<file path="config.mk">
export PLATFORM = sky130hd
export DESIGN_NAME = beep_melody
export DESIGN_NICKNAME = d
export VERILOG_FILES = /design/src/rtl/beep_pkg.sv /design/src/rtl/beep_tone_gen.sv /design/src/rtl/beep_melody.sv
export SDC_FILE = /design/constraint.sdc
export NUM_CORES = 1
export LEC_CHECK = 0
export CORE_UTILIZATION = 35
export CTS_BUF_LIST = sky130_fd_sc_hd__clkbuf_2
export CTS_CLUSTER_DIAMETER = 40
export DETAILED_ROUTE_END_ITERATION = 8
export HOLD_SLACK_MARGIN = 0.06
export PLACE_DENSITY = 0.53
export SLEW_MARGIN = 5
export SYNTH_ARGS = -nofsm -noshare
export SYNTH_HDL_FRONTEND = slang
export SYNTH_HIERARCHICAL = 1
export SYNTH_SLANG_ARGS = --single-unit
export TNS_END_PERCENT = 1
</file>
<file path="constraint.sdc">
create_clock -name sys_clk -period 9.9 [get_ports sys_clk]
set_input_delay 1.98 -clock sys_clk [delete_from_list [all_inputs] [get_ports sys_clk]]
set_output_delay 1.98 -clock sys_clk [all_outputs]
set_load 0.005 [all_outputs]
</file>
<file path="src/rtl/beep_pkg.sv">
// Shared widths, note index type and the note-sequencing helper for beep_melody.
package beep_pkg;

  localparam int NOTE_NUM = 7;
  localparam int CNT_W    = 25;
  localparam int FREQ_W   = 18;

  typedef logic [2:0] note_idx_t;

  // Step through the scale 0..NOTE_NUM-1; anything at or past the last note wraps to DO.
  function automatic note_idx_t next_note(input note_idx_t idx);
    if (idx >= 3'(NOTE_NUM - 1)) begin
      return 3'd0;
    end else begin
      return idx + 3'd1;
    end
  endfunction

endpackage

</file>
<file path="src/rtl/beep_tone_gen.sv">
// Square-wave tone generator: period counter, half-period compare and registered buzzer drive.
// Optional BEEP_GATE_EN adds gate_i, which freezes the counter and silences the output.
module beep_tone_gen
  import beep_pkg::*;
(
  input  logic              clk_i,
  input  logic              rst_i,
`ifdef BEEP_GATE_EN
  input  logic              gate_i,
`endif
  input  logic [FREQ_W-1:0] freq_data_i,
  input  logic              restart_i,
  output logic              beep_o
);

  localparam logic [FREQ_W-1:0] FREQ_ONE  = FREQ_W'(1'b1);
  localparam logic [FREQ_W-1:0] FREQ_ZERO = {FREQ_W{1'b0}};

  logic [FREQ_W-1:0] freq_cnt_q;
  logic [FREQ_W-1:0] freq_cnt_d;
  logic [FREQ_W-1:0] duty_s;
  logic              beep_d;
  logic              run_s;

`ifdef BEEP_GATE_EN
  assign run_s = gate_i;
`else
  assign run_s = 1'b1;
`endif

  // Next-state for the period counter and the buzzer level it implies.
  always_comb begin
    duty_s     = freq_data_i >> 1;
    freq_cnt_d = freq_cnt_q;
    beep_d     = 1'b0;
    if (run_s) begin
      // A note change also restarts the period so every note begins phase-aligned.
      if (restart_i || (freq_cnt_q == (freq_data_i - FREQ_ONE))) begin
        freq_cnt_d = FREQ_ZERO;
      end else begin
        freq_cnt_d = freq_cnt_q + FREQ_ONE;
      end
      beep_d = (freq_cnt_q >= duty_s);
    end else begin
      freq_cnt_d = freq_cnt_q;
      beep_d     = 1'b0;
    end
  end

  // Period counter and buzzer output registers.
  always_ff @(posedge clk_i) begin
    if (rst_i) begin
      freq_cnt_q <= FREQ_ZERO;
      beep_o     <= 1'b0;
    end else begin
      freq_cnt_q <= freq_cnt_d;
      beep_o     <= beep_d;
    end
  end

endmodule

</file>
<file path="src/rtl/beep_melody.sv">
// Passive-buzzer driver cycling DO..XI, each note CNT_MAX+1 clocks long.
// Optional BEEP_GATE_EN adds beep_en to pause the melody and mute the buzzer.
module beep_melody
  import beep_pkg::*;
#(
  parameter logic [CNT_W-1:0]  CNT_MAX = 25'd24_999_999,
  parameter logic [FREQ_W-1:0] DO      = 18'd190_839,
  parameter logic [FREQ_W-1:0] RE      = 18'd170_067,
  parameter logic [FREQ_W-1:0] MI      = 18'd151_514,
  parameter logic [FREQ_W-1:0] FA      = 18'd143_265,
  parameter logic [FREQ_W-1:0] SO      = 18'd127_550,
  parameter logic [FREQ_W-1:0] LA      = 18'd113_635,
  parameter logic [FREQ_W-1:0] XI      = 18'd101_214
) (
  input  logic sys_clk,
  input  logic sys_rst_n,
`ifdef BEEP_GATE_EN
  input  logic beep_en,
`endif
  output logic beep
);

  localparam logic [CNT_W-1:0] CNT_ONE  = CNT_W'(1'b1);
  localparam logic [CNT_W-1:0] CNT_ZERO = {CNT_W{1'b0}};

  logic [CNT_W-1:0]  cnt_q;
  logic [CNT_W-1:0]  cnt_d;
  note_idx_t         note_idx_q;
  note_idx_t         note_idx_d;
  logic [FREQ_W-1:0] freq_data_s;
  logic              restart_s;
  logic              run_s;

`ifdef BEEP_GATE_EN
  assign run_s = beep_en;
`else
  assign run_s = 1'b1;
`endif

  assign restart_s = (cnt_q == CNT_MAX);

  // Tone period for the current note; the unreachable index 7 falls back to DO.
  always_comb begin
    case (note_idx_q)
      3'd0:    freq_data_s = DO;
      3'd1:    freq_data_s = RE;
      3'd2:    freq_data_s = MI;
      3'd3:    freq_data_s = FA;
      3'd4:    freq_data_s = SO;
      3'd5:    freq_data_s = LA;
      3'd6:    freq_data_s = XI;
      default: freq_data_s = DO;
    endcase
  end

  // Note-duration counter and note index advance.
  always_comb begin
    cnt_d      = cnt_q;
    note_idx_d = note_idx_q;
    if (run_s) begin
      if (restart_s) begin
        cnt_d      = CNT_ZERO;
        note_idx_d = next_note(note_idx_q);
      end else begin
        cnt_d      = cnt_q + CNT_ONE;
        note_idx_d = note_idx_q;
      end
    end else begin
      cnt_d      = cnt_q;
      note_idx_d = note_idx_q;
    end
  end

  // Duration and note state registers.
  always_ff @(posedge sys_clk) begin
    if (sys_rst_n) begin
      cnt_q      <= CNT_ZERO;
      note_idx_q <= 3'd0;
    end else begin
      cnt_q      <= cnt_d;
      note_idx_q <= note_idx_d;
    end
  end

  beep_tone_gen u_tone_gen (
    .clk_i       (sys_clk),
    .rst_i       (sys_rst_n),
`ifdef BEEP_GATE_EN
    .gate_i      (beep_en),
`endif
    .freq_data_i (freq_data_s),
    .restart_i   (restart_s),
    .beep_o      (beep)
  );

endmodule

</file>
==> impl_metrics.yaml <==
sta:
  setup_violations: 0
  hold_ws_ns: 0.498
  slew_viol_final: 0
  fin_worst_skew_ns: 0.0227
  tns_ns: 0
  worst_slew_pin_slew_ns: 1.07
  rsz0062_at_grt: "false"
  max_freq_ghz: 0.235
  fin_crit_sh: 0.430
  slew_headroom: 0.287
  setup_ws_ns: 5.64
  hold_viol_final: 0
  period_needed_ns: 4.26
floorplanning:
  std_cell_rows: 35
  core_area_mm2: 0.00928
  die_w_um: 99.9
  chipHeight_um: 99.9
  initial_core_util: 0.361
  fp.dieArea_mm2: 0.00998
  io_pins: 3
logic_synthesis:
  synthFlopType: "dfxtp_1"
  seq_area_frac_synth: 0.280
  synth-seq-cells: 47
  synth_edf_count: 0
  synth-warning-count: 6
  netlist_instances: 422
  syn_avg_cell_area_um2: 7.95
  synth_nets: 449
  synth.distinct_cells: 49
  synth_area_mm2: 0.00336
  synthArstFlopShare: 0
detailed_routing:
  wirelength_um: 7620
  dr.pass1.iters: 4
  drcViolationCount: 0
  via_per_inst: 5.43
  drtIter0Drc: 102
  dr_total_vias: 2954
  wire_per_inst_um: 14.0
  ant_nets: 0
placed_design:
  pre_cts_slack_ns: 5.63
  hpwl_um: 5700
  port_buffers: 2
  gp_congestion: 0.895
setup_path:
  required_ns: 10.20
  start_kind: "flop"
  worstPathArrival_ns: 4.56
  cp_slowest_cell: "nor4_4"
  cpLargestDelayFamily: "simple AND/OR/NAND/NOR gates"
  endpoint_kind: "flop"
  cp_slowest_stage_delay_ns: 0.87
  r2r_cells: 12
  critPathKind: "reg2reg"
  critPathMaxFanout: 18
  critPathBufInv: 1
  worst-path-stages: 12
  path_cells: "inv_1 -> ha_1 -> o21a_1 -> or3_1 -> nor2_1 -> a211oi_1 -> nor4_1 -> nand4_1 -> xnor2_1 -> o2111ai_1 -> nor4_4 -> nor3_1"
power_and_ir_drop:
  power_density_mw_per_mm2: 81.9
  max-vdd-ir-drop_v: 0.0000414
  power_uw: 287
  leakage_nw: 1.29
clock_tree:
  numClockSinks: 47
  worstSkewPairLatency_ns: 0.43
  hold_buffers: 0
  numCtsBuffers: 5
  clk_path_buf_depth: 2
  cts_tree: "done"
  cts_resized: 0
  root_buffer: "clkbuf_2"
  htree_levels: 2
  cts_setup_buffers: 0
  clkTransAtPathRegs_ns: 0.24
finish:
  layout_common_cells: "47 x dfxtp_1, 34 x nor2_1, 34 x nor3_1"
  fin_nets: 441
  antenna_cells: 0
  final_common_cell: "dfxtp_1"
  final_util: 0.378
  drive_gt1_frac: 0.0361
  areaGrowthSynthToFinish_pct: 4.62
run_status:
  run_status: "finished clean"
global_route:
  grt_pass1_wl_um: 13400
  antenna_found_initial: 0
  track_usage: 0.166
  grt_pass1_vias: 2797
  overflow: 0
  grt_max_degree: 26
min_path:
  hold_depth: 2
  hp-class: "reg2reg"
flow_run:
  cap_violations: 0
## cell usage after synthesis (2+ instances only)
| cell type | n | area share |
|---|---|---|
| a211oi_1 | 4 | 0.0089 |
| xor2_1 | 20 | 0.052 |
| nand3_1 | 21 | 0.031 |
| or2_2 | 3 | 0.0056 |
| nor4_1 | 4 | 0.0075 |
| and4_1 | 5 | 0.013 |
| nor2_1 | 34 | 0.038 |
| clkbuf_1 | 13 | 0.015 |
| or4b_1 | 2 | 0.0060 |
| a21oi_1 | 24 | 0.036 |
| o21a_1 | 2 | 0.0045 |
| nand4_1 | 15 | 0.028 |
| a21o_1 | 7 | 0.016 |
| and3_1 | 6 | 0.011 |
| xnor2_1 | 27 | 0.070 |
| nor3_1 | 34 | 0.051 |
| o311a_1 | 2 | 0.0060 |
| o211ai_1 | 3 | 0.0067 |
| o31ai_1 | 7 | 0.016 |
| nor2b_1 | 3 | 0.0056 |
| nand2_1 | 13 | 0.015 |
| and2_1 | 2 | 0.0037 |
| ha_1 | 25 | 0.093 |
| o22ai_1 | 3 | 0.0056 |
| or3_1 | 12 | 0.022 |
| inv_1 | 30 | 0.034 |
| nand2b_1 | 4 | 0.0075 |
| dfxtp_1 | 47 | 0.28 |
| nor3b_1 | 3 | 0.0067 |
| buf_2 | 3 | 0.0045 |
| or4_1 | 12 | 0.027 |
| o21ai_0 | 15 | 0.022 |
## report_power, final
group          switching [mW]  leakage (nW)  internal, mW  total, mW
clock network          0.0647        0.0266        0.0170     0.0817
registers             0.00370         0.380         0.192      0.196
logic                 0.00566         0.879       0.00436     0.0100
total                  0.0741          1.29         0.213      0.287
## worst register-to-register path, cell delays in order (launching register included)
cell and delay, ns:
dfxtp_1 0.49, inv_1 0.10, ha_1 0.30, o21a_1 0.20
or3_1 0.51, nor2_1 0.22, a211oi_1 0.14, nor4_1 0.48
nand4_1 0.25, xnor2_1 0.26, o2111ai_1 0.20, nor4_4 0.87
nor3_1 0.11
## cell families after synthesis
logic type / share of synthesized area
AO/OA/AOI/OAI: 0.150
XOR/XNOR: 0.123
adder cells (fa/ha/maj): 0.0932
buffers and inverters: 0.0570
flip-flops: 0.280
AND/OR/NAND/NOR: 0.297
## routing by layer
| layer | vias to the layer above | part of all wire | GRT usage | routed length (um) |
|---|---|---|---|---|
| met1 | 1375 | 0.47 | 0.210 | 3590 |
| met3 | 15 | 0.026 | 0.0209 | 197 |
| li1 | 1516 | - | - | - |
| met5 | - | 0 | 0 | 0 |
| met4 | 0 | 0.021 | 0.0645 | 162 |
| met2 | 48 | 0.48 | 0.288 | 3680 |
## flip-flops by register name (all words and copies together), names as in the netlist
signal	cells
u_tone_gen/beep_o	1
cnt_q	25
u_tone_gen/freq_cnt_q	18
note_idx_q	3
## layout make-up
class | count | area (um^2)
fill | 1008 | 5770
multi-input combinational | 327 | 2220
sequential | 47 | 941
tap | 129 | 161
inverter | 30 | 113
timing repair buffer | 3 | 27.5
clock buffer | 5 | 25.0
clock inverter | 3 | 20.0
## stage by stage
stage	instances	instance area [um^2]
after floorplan	422	3360
after global placement	536	3470
after detailed placement	536	3470
after CTS	544	3510
after global routing	544	3510
final	544	3510
## path summary, 6_finish.rpt
path	to	startpoint	slack, ns
worst min register to register	cnt_q[24]	cnt_q[24]	0.50
worst min-delay path	cnt_q[24]	cnt_q[24]	0.50
worst max register to register	u_tone_gen/freq_cnt_q[11]	note_idx_q[1]	5.64
worst max-delay path	u_tone_gen/freq_cnt_q[11]	note_idx_q[1]	5.64
Note: power is estimated with default switching activity, not from simulation.
